<file path="config.mk">
export PLATFORM = sky130hd
export DESIGN_NAME = guess_scorer_flat
export DESIGN_NICKNAME = d
export VERILOG_FILES = /design/src/rtl/guess_scorer_if.sv /design/src/rtl/guess_scorer.sv /design/src/flat_wrapper.sv
export SDC_FILE = /design/constraint.sdc
export NUM_CORES = 1
export LEC_CHECK = 0
export BUFFER_PORTS_ARGS = -buffer_cell sky130_fd_sc_hd__buf_4
export CORE_ASPECT_RATIO = 1.75
export CORE_MARGIN = 8
export CORE_UTILIZATION = 40
export DETAILED_ROUTE_END_ITERATION = 8
export MAX_ROUTING_LAYER = met4
export SYNTH_ARGS = -nofsm -noshare
export SYNTH_HDL_FRONTEND = slang
export SYNTH_SLANG_ARGS = --single-unit
</file>
<file path="constraint.sdc">
create_clock -name clk -period 2.5 [get_ports clk]
set_clock_uncertainty 0.1 [all_clocks]
set_input_delay 0.375 -clock clk [delete_from_list [all_inputs] [get_ports clk]]
set_output_delay 0.375 -clock clk [all_outputs]
set_load 0.05 [all_outputs]
</file>
<file path="src/rtl/guess_scorer_if.sv">
// Control, operand and result signals of the guess scorer, grouped for port use.
// The master side drives requests and operands; the slave side is the scorer itself.
interface guess_scorer_if;
  logic             start;
  logic             clear;
  logic [3:0][3:0]  Secret;
  logic [3:0][3:0]  Guess;
  logic [2:0]       turn_count;
  logic [2:0]       hist_rd_idx;
  logic [2:0]       Count_A;
  logic [2:0]       Count_B;
  logic             busy;
  logic             done;
  logic             result_valid;
  logic             win;
  logic [5:0]       hist_valid;
  logic [2:0]       hist_rd_A;
  logic [2:0]       hist_rd_B;

  modport master (
    output start, clear, Secret, Guess, turn_count, hist_rd_idx,
    input  Count_A, Count_B, busy, done, result_valid, win,
           hist_valid, hist_rd_A, hist_rd_B
  );

  modport slave (
    input  start, clear, Secret, Guess, turn_count, hist_rd_idx,
    output Count_A, Count_B, busy, done, result_valid, win,
           hist_valid, hist_rd_A, hist_rd_B
  );
endinterface

</file>
<file path="src/rtl/guess_scorer.sv">
// Bulls-and-cows style scorer: compares 16 guess/secret digit pairs, one per cycle,
// and keeps a six-entry per-turn history of A/B scores.
//
// state | meaning
// IDLE  | waiting for start
// LOAD  | snapshot operands, clear accumulators
// SCAN  | 16 cycles, one guess/secret digit pair per cycle
// DONE  | one-cycle completion, result and history already registered
module guess_scorer (
  input logic           clk,
  input logic           RESET,
  guess_scorer_if.slave bus
);

  typedef enum logic [1:0] {IDLE, LOAD, SCAN, DONE} state_t;

  state_t          state;
  logic [3:0][3:0] sec_q;
  logic [3:0][3:0] gss_q;
  logic [2:0]      turn_q;
  logic [3:0]      idx;
  logic [2:0]      acc_a;
  logic [2:0]      acc_b;
  logic [2:0]      count_a_q;
  logic [2:0]      count_b_q;
  logic            busy_q;
  logic            done_q;
  logic            result_valid_q;
  logic            win_q;
  logic [5:0]      hist_valid_q;
  logic [2:0]      hist_a [0:5];
  logic [2:0]      hist_b [0:5];

  logic [3:0] g_dig;
  logic [3:0] s_dig;
  logic       hit;
  logic [2:0] acc_a_nxt;
  logic [2:0] acc_b_nxt;
  logic [2:0] rd_a;
  logic [2:0] rd_b;

  // Equal digits share the same range check, so testing one side is enough.
  always_comb begin
    g_dig     = gss_q[idx[3:2]];
    s_dig     = sec_q[idx[1:0]];
    hit       = (g_dig == s_dig) && (g_dig <= 4'd9);
    acc_a_nxt = acc_a;
    acc_b_nxt = acc_b;
    if (hit && (idx[3:2] == idx[1:0])) acc_a_nxt = acc_a + 3'd1;
    if (hit && (idx[3:2] != idx[1:0])) acc_b_nxt = acc_b + 3'd1;
  end

  always_comb begin
    rd_a = '0;
    rd_b = '0;
    if ((bus.hist_rd_idx <= 3'd5) && hist_valid_q[bus.hist_rd_idx]) begin
      rd_a = hist_a[bus.hist_rd_idx];
      rd_b = hist_b[bus.hist_rd_idx];
    end
  end

  always_ff @(posedge clk) begin
    if (RESET || bus.clear) begin
      state          <= IDLE;
      idx            <= '0;
      acc_a          <= '0;
      acc_b          <= '0;
      count_a_q      <= '0;
      count_b_q      <= '0;
      busy_q         <= 1'b0;
      done_q         <= 1'b0;
      result_valid_q <= 1'b0;
      win_q          <= 1'b0;
      hist_valid_q   <= '0;
      for (int k = 0; k < 6; k++) begin
        hist_a[k] <= '0;
        hist_b[k] <= '0;
      end
      if (RESET) begin
        sec_q  <= '0;
        gss_q  <= '0;
        turn_q <= '0;
      end
    end else begin
      done_q <= 1'b0;
      case (state)
        IDLE: begin
          if (bus.start) begin
            state          <= LOAD;
            busy_q         <= 1'b1;
            result_valid_q <= 1'b0;
            win_q          <= 1'b0;
          end
        end
        LOAD: begin
          sec_q  <= bus.Secret;
          gss_q  <= bus.Guess;
          turn_q <= bus.turn_count;
          acc_a  <= '0;
          acc_b  <= '0;
          idx    <= '0;
          state  <= SCAN;
        end
        SCAN: begin
          acc_a <= acc_a_nxt;
          acc_b <= acc_b_nxt;
          idx   <= idx + 4'd1;
          // Last pair: publish the score together with the DONE entry.
          if (idx == 4'd15) begin
            state          <= DONE;
            count_a_q      <= acc_a_nxt;
            count_b_q      <= acc_b_nxt;
            done_q         <= 1'b1;
            result_valid_q <= 1'b1;
            win_q          <= (acc_a_nxt == 3'd4);
            if (turn_q <= 3'd5) begin
              hist_a[turn_q]       <= acc_a_nxt;
              hist_b[turn_q]       <= acc_b_nxt;
              hist_valid_q[turn_q] <= 1'b1;
            end
          end
        end
        DONE: begin
          state  <= IDLE;
          busy_q <= 1'b0;
        end
        default: state <= IDLE;
      endcase
    end
  end

  assign bus.Count_A      = count_a_q;
  assign bus.Count_B      = count_b_q;
  assign bus.busy         = busy_q;
  assign bus.done         = done_q;
  assign bus.result_valid = result_valid_q;
  assign bus.win          = win_q;
  assign bus.hist_valid   = hist_valid_q;
  assign bus.hist_rd_A    = rd_a;
  assign bus.hist_rd_B    = rd_b;

endmodule

</file>
<file path="src/flat_wrapper.sv">
// flat-port wrapper written by rule: the top's interface ports become plain ports
module guess_scorer_flat 
  (clk, RESET, bus_start, bus_clear, bus_Secret, bus_Guess, bus_turn_count, bus_hist_rd_idx, bus_Count_A, bus_Count_B, bus_busy, bus_done, bus_result_valid, bus_win, bus_hist_valid, bus_hist_rd_A, bus_hist_rd_B);
  guess_scorer_if bus_i ();
  input logic clk;
  input logic RESET;
  input wire logic [$bits(bus_i.start)-1:0] bus_start;
  input wire logic [$bits(bus_i.clear)-1:0] bus_clear;
  input wire logic [$bits(bus_i.Secret)-1:0] bus_Secret;
  input wire logic [$bits(bus_i.Guess)-1:0] bus_Guess;
  input wire logic [$bits(bus_i.turn_count)-1:0] bus_turn_count;
  input wire logic [$bits(bus_i.hist_rd_idx)-1:0] bus_hist_rd_idx;
  output wire logic [$bits(bus_i.Count_A)-1:0] bus_Count_A;
  output wire logic [$bits(bus_i.Count_B)-1:0] bus_Count_B;
  output wire logic [$bits(bus_i.busy)-1:0] bus_busy;
  output wire logic [$bits(bus_i.done)-1:0] bus_done;
  output wire logic [$bits(bus_i.result_valid)-1:0] bus_result_valid;
  output wire logic [$bits(bus_i.win)-1:0] bus_win;
  output wire logic [$bits(bus_i.hist_valid)-1:0] bus_hist_valid;
  output wire logic [$bits(bus_i.hist_rd_A)-1:0] bus_hist_rd_A;
  output wire logic [$bits(bus_i.hist_rd_B)-1:0] bus_hist_rd_B;
  assign bus_i.start = bus_start;
  assign bus_i.clear = bus_clear;
  assign bus_i.Secret = bus_Secret;
  assign bus_i.Guess = bus_Guess;
  assign bus_i.turn_count = bus_turn_count;
  assign bus_i.hist_rd_idx = bus_hist_rd_idx;
  assign bus_Count_A = bus_i.Count_A;
  assign bus_Count_B = bus_i.Count_B;
  assign bus_busy = bus_i.busy;
  assign bus_done = bus_i.done;
  assign bus_result_valid = bus_i.result_valid;
  assign bus_win = bus_i.win;
  assign bus_hist_valid = bus_i.hist_valid;
  assign bus_hist_rd_A = bus_i.hist_rd_A;
  assign bus_hist_rd_B = bus_i.hist_rd_B;
  guess_scorer u_core (.clk(clk), .RESET(RESET), .bus(bus_i));
endmodule
</file>
Word-level counts from Yosys, hierarchy flattened
Memory sizes are Yosys's and may differ from the RTL's.
Index checks and enable logic that the tools add are counted.
{"block": "classes", "n_addsub": 3, "n_lt_le_gt_ge": 8, "eq_ne": 11, "mux": 47, "bitwise_logic": 2, "n_reduce_logical": 20}
{"op": "$mux W16", "n": 5}
{"op": "$mux W3", "n": 11}
{"op": "$bmux W4 S2", "n": 2}
{"op": "$mux W1", "n": 16}
{"op": "$pmux W3 S2", "n": 2}
{"op": "$lt A3 B4 Y1 const B", "n": 2}
{"op": "$mux W4", "n": 2}
{"op": "$pmux W2 S4", "n": 1}
{"op": "$pmux W4 S2", "n": 1}
{"op": "$reduce_and A2 Y1", "n": 4}
{"op": "$reduce_bool A2 Y1", "n": 4}
{"op": "$add A3 B1 Y3 const B", "n": 2}
{"op": "$le A3 B3 Y1 const B", "n": 2}
{"op": "$lt A2 B3 Y1 const B", "n": 2}
{"op": "$or A6 B6 Y6", "n": 1}
{"op": "$pmux W1 S2", "n": 3}
{"op": "$reduce_and A3 Y1", "n": 2}
{"op": "$reduce_or A3 Y1", "n": 2}
{"op": "$logic_and A1 B1 Y1", "n": 5}
{"op": "$add A4 B1 Y4 const B", "n": 1}
{"op": "$eq A2 B2 Y1 const B", "n": 2}
{"op": "$eq A4 B4 Y1", "n": 1}
{"op": "$eq A4 B4 Y1 const B", "n": 1}
{"op": "$le A4 B4 Y1 const B", "n": 1}
{"op": "14 further kinds", "n": 16}
{"block": "word_totals", "reg_bits": 63, "ram_bits": 36, "input_bits": 42, "output_inout_bits": 22, "word_cells": 113, "n_memories": 2}
{"memory": "u_core.hist_a", "words": 6, "width": 3, "rd": 1, "rd_ports_with_merged_regs": 0, "write_ports": 6, "line": "guess_scorer.sv:31", "rtl": "logic [2:0] hist_a [0:5];"}
{"memory": "u_core.hist_b", "words": 6, "width": 3, "rd": 1, "rd_ports_with_merged_regs": 0, "write_ports": 6, "line": "guess_scorer.sv:32", "rtl": "logic [2:0] hist_b [0:5];"}

Longest topological paths before layout
{"block": "depth", "depth_word": 9, "ltp_mapped": 9, "depth_no_buf": 8}

Worst setup path before layout
No wires, ideal clock.
{"block": "synth_path", "path_type": "input-to-output", "startpoint": "input bus_hist_rd_idx[0]", "endpoint": "output bus_hist_rd_A[0]", "t_arrival_ps": 2302, "required_time_ps": 2025, "setup_slack_ps": -277, "cell_stages": 5, "n_path_buf": 2, "cell_sequence": "clkbuf_1 > clkbuf_1 > mux4_2 > mux2i_1 > nor2_1"}
{"block": "synth_via", "elab_chain_cells": 4, "word_cells_on_any_way": 6, "classes_between": "1 x order compare; 3 x mux; 1 x reduce/logical; 1 x memory"}
{"element": "start, declared", "line": "flat_wrapper.sv:12", "rtl": "input wire logic [$bits(bus_i.hist_rd_idx)-1:0] bus_hist_rd_idx;"}
{"element": "$bmux W1 S3", "line": "guess_scorer.sv:56", "rtl": "if ((bus.hist_rd_idx <= 3'd5) && hist_valid_q[bus.hist_rd_idx]) begin"}
{"element": "$mux W1 (implied by the code)", "line": "guess_scorer.sv:56"}
{"element": "$logic_and A1 B1 Y1", "line": "guess_scorer.sv:56"}
{"element": "$mux W3 (*)", "line": "guess_scorer.sv:56"}
{"element": "end, declared", "line": "flat_wrapper.sv:20", "rtl": "output wire logic [$bits(bus_i.hist_rd_A)-1:0] bus_hist_rd_A;"}
Every way passes the cells marked *; elsewhere a longest branch is shown, timed or not. The select of a mux whose other input is x is not followed.

==> impl_metrics.csv <==
group,metric,value,unit
worst_setup_path,r2r-start,"u_core.idx[2]",
worst_setup_path,crit_slowest_cell,"sky130_fd_sc_hd__mux4_2",
finish,post-route-cell-area,6330,sq um
die,die_h,164,microns
die,design.portCount,64,
place,preCtsSetupSlack,-301,ps
routing,drc,0,
die,floorplan.die_area,16500,sq um
routing,wl_met2,6.60,mm
routing,route.detailed.vias_per_inst,4.99,
synthesis,mappedNetlistArea,5010,sq um
cts,clock_tree_from_tritoncts,"done",
flow_run,cap_viol_max_count,0,
cts,clock_sink_count,111,
worst_setup_path,r2r_setup_slack,-10,ps
cts,clkLatencyLatePin,340,ps
synthesis,yosys.area.top_type_share,49.7,%
routing,wl_met3,326,microns
global_routing,global_route_wire_length_before_repair,17.8,mm
global_routing,global_route.overflow_total,0,
status,status,"finished, violations left",
synthesis,postSynth.asyncResetShare,0,%
place,portBuffers,63,
worst_setup_path,crit_fanout,7,
synthesis,synth.ff_latch_count,111,
cts,clock_tree.root_cell,"sky130_fd_sc_hd__clkbuf_16",
timing,worst-slew-pin-transition,549,ps
synthesis,synth.area.top_cells,"sky130_fd_sc_hd__edfxtp_1 (50%), sky130_fd_sc_hd__dfxtp_1 (11%), sky130_fd_sc_hd__mux4_2 (9.4%), sky130_fd_sc_hd__and2_1 (4.7%), sky130_fd_sc_hd__nor2_1 (4.5%)",
worst_setup_path,worstPathArrival,2500,ps
worst_setup_path,ff2ff_path_depth,7,
timing,normalized_max_slew_margin,63.4,%
worst_setup_path,critPathLaunchType,"register",
pwr,report.power.total,3.68,mW
worst_setup_path,worst_setup_path_end_kind,"register",
routing,drt-wirelength-per-cell,16.3,microns
status,failing_checks,"setup timing",
worst_setup_path,cp.depth,7,
worst_setup_path,timing_worst_setup_path_type,"reg -> reg",
worst_setup_path,worst_setup_path_startpoint,"u_core.idx[2]",
finish,syn2layout_area_growth,26.2,%
die,die_width,101,microns
timing,setup-violations-final,6,
synthesis,synth_cells,398,
finish,final.fill_count,1117,
place,finalWeightedCongestion,0.799,
timing,final-hold-violation-count,0,
cts,cts_buffers,9,
worst_setup_path,buffers_and_inverters_on_the_worst_path,1,
timing,min_period,2510,ps
pwr,worst_ir_drop_vdd,0.327,mV
routing,m1WireLength,3.85,mm
worst_setup_path,cp.required,2490,ps
timing,timing_max_transition_violations_final,0,
routing,initialDrtViolationCount,173,
cts,clk_pin_slew_worst_paths,70,ps
worst_setup_path,critical_path.endpoint,"u_core.hist_a[7][1]",
finish,final_layout_size_suffix_gt1_share,33.5,%
timing,final_critical_path_setup_slack,-13.3,ps
cts,clock_tree.buffer_depth,2,
synthesis,yosys_warnings,0,
synthesis,post_synth_most_frequent_cells,"sky130_fd_sc_hd__edfxtp_1 (83), sky130_fd_sc_hd__nor2_1 (60), sky130_fd_sc_hd__and2_1 (38), sky130_fd_sc_hd__dfxtp_1 (28), sky130_fd_sc_hd__nand2_1 (28)",
synthesis,dominantRegCellSynth,"sky130_fd_sc_hd__edfxtp_1",
routing,detailedRoute.firstPassIterationCount,4,
place,placedInstanceArea,5850,sq um
global_routing,first_global_vias,3564,
global_routing,global_route.usage.total,14.5,%
worst_hold_path,hp-class,"in -> reg",
synthesis,synth.distinct_cells,43,
routing,routed_wirelength,10.9,mm
die,fp.coreArea,12400,sq um
synthesis,cell_with_the_most_instances_after_synthesis,"sky130_fd_sc_hd__edfxtp_1",
die,rows,54,
synthesis,synth_area_per_cell,12.6,sq um
pwr,power.density_cell_area,581,nW/um^2
timing,grt_setup_unrepaired,"true",
synthesis,synth_seq_area_share,60.9,%
routing,topmost_layer_with_routed_signal_wires,"met4",
timing,peak_clock_frequency_supported_by_timing,398,MHz
place,hpwlAfterDp,8.17,mm
finish,net_total_in_the_final_layout,542,
cts,ctsHtreeMaxLevel,3,
pwr,cellLeakagePower,2.38,nW
worst_setup_path,crit_chain,"buf_6 > mux4_2 > xnor2_2 > nand2_2 > or3_4 > mux2i_4 > nor2_2",
die,initial_core_util,40.6,%
synthesis,synth_top_area_cell,"sky130_fd_sc_hd__edfxtp_1",
timing,period_share,101,%
routing,detail-route-antenna-nets,0,
worst_setup_path,slowest_delay,520,ps
worst_setup_path,reg2reg_to,"u_core.hist_a[7][1]",
routing,vias,3322,
finish,diodes,0,
synthesis,synth_edf_count,83,
worst_setup_path,top_cell_family_by_delay_on_the_critical_path,"multiplexers",
global_routing,grt_max_degree,36,
global_routing,antenna_found_initial,0,
-- worst reg2reg max path: stages, from the launching register on --
cell and delay [ps]:
sky130_fd_sc_hd__dfxtp_4 380, sky130_fd_sc_hd__buf_6 110, sky130_fd_sc_hd__mux4_2 520, sky130_fd_sc_hd__xnor2_2 190, sky130_fd_sc_hd__nand2_2 110, sky130_fd_sc_hd__or3_4 460
sky130_fd_sc_hd__mux2i_4 300, sky130_fd_sc_hd__nor2_2 90
-- placed cells by master, fill, tap and decap left out, types with 6 or more instances in the layout --
cell                        synthesis  layout
sky130_fd_sc_hd__a21oi_1           16      15
sky130_fd_sc_hd__and2_1            38      37
sky130_fd_sc_hd__buf_4              1      92
sky130_fd_sc_hd__clkbuf_16          0       9
sky130_fd_sc_hd__conb_1             1      12
sky130_fd_sc_hd__dfxtp_1           28      26
sky130_fd_sc_hd__edfxtp_1          83      83
sky130_fd_sc_hd__ha_1               7       7
sky130_fd_sc_hd__inv_1              7       7
sky130_fd_sc_hd__mux2i_1            9       8
sky130_fd_sc_hd__mux4_2            21      21
sky130_fd_sc_hd__nand2_1           28      26
sky130_fd_sc_hd__nand2b_1           7       7
sky130_fd_sc_hd__nand3_1            8       8
sky130_fd_sc_hd__nor2_1            60      46
sky130_fd_sc_hd__nor2_2             0      13
sky130_fd_sc_hd__nor3_1             8       6
sky130_fd_sc_hd__o21ai_0            8       8
-- routing by layer --
| metal | up-vias | global-route usage (%) |
|---|---|---|
| met1 | 1646 | 13.3 |
| li1 | 1602 | - |
| met2 | 67 | 28.3 |
| met4 | 0 | 4.57 |
| met3 | 7 | 3.14 |
| met5 | - | - |
-- stage by stage --
| stage | utilization, % | hold WS (ps) | instances | setup TNS, ps |
|---|---|---|---|---|
| finish | 51.2 | 204 | 666 | -48.9 |
| global placement | 47.3 | 349 | 639 | -8680 |
| floorplan | - | 393 | 409 | -6.64 |
| global route | 51.2 | 189 | 666 | -2430 |
| CTS | 50.4 | 191 | 662 | -216 |
| detailed placement | 47.3 | 361 | 639 | -11250 |
-- report_power, final --
part	switching (mW)	internal, mW
combinational	0.138	0.138
clock	0.652	0.679
sequential	0.0258	2.05
-- what timing repair did --
item                                    CTS  global route
gates resized for setup                  16            16
endpoints found under the setup margin   57            53
hold buffers                              0             0
buffers inserted                          7             5
cloned                                    0             0
endpoints found under the hold margin     0             0
pin swaps                                13            26
-- worst min path at each step --
stage                                  start                       end  cells past startpoint
floorplan                    u_core.acc_a[2]           u_core.acc_a[2]                      2
global placement    u_core.bus.hist_valid[0]  u_core.bus.hist_valid[0]                      2
detailed placement  u_core.bus.hist_valid[0]  u_core.bus.hist_valid[0]                      2
CTS                           bus_Secret[10]          u_core.sec_q[10]                      2
global route                  bus_Secret[13]          u_core.sec_q[13]                      2
finish                        bus_Secret[10]          u_core.sec_q[10]                      2
-- cell families after synthesis --
| family | share of synthesized area (%) |
|---|---|
| buf+inv | 2.64 |
| compound gates | 4.47 |
| flops | 60.9 |
| xor+xnor | 1.40 |
| other cells | 0.0748 |
| fa+ha+maj | 1.75 |
| mux | 12.0 |
| simple gates | 16.8 |
-- registers in the layout, summed over array words and instances, names as in the netlist --
signal	flops
u_core.sec_q	16
u_core.turn_q	3
u_core.bus.done	1
u_core.hist_b	24
u_core.bus.hist_valid	6
u_core.hist_a	24
u_core.idx	4
u_core.bus.Count_A	3
u_core.bus.busy	1
u_core.state	2
u_core.bus.win	1
u_core.gss_q	16
u_core.bus.result_valid	1
u_core.bus.Count_B	3
u_core.acc_b	3
u_core.acc_a	3
-- area by class of cell --
class                           count  area (sq um)  share of cell area, %
Clock buffer                        9           225                   3.56
Clock inverter                      7          46.3                  0.732
Inverter                            7          26.3                  0.415
Multi-Input combinational cell    268          2020                   32.0
Sequential cell                   111          3060                   48.4
Tap cell                          168           210                   3.32
Timing Repair Buffer               96           736                   11.6
Note: power is estimated with default switching activity, not from simulation.
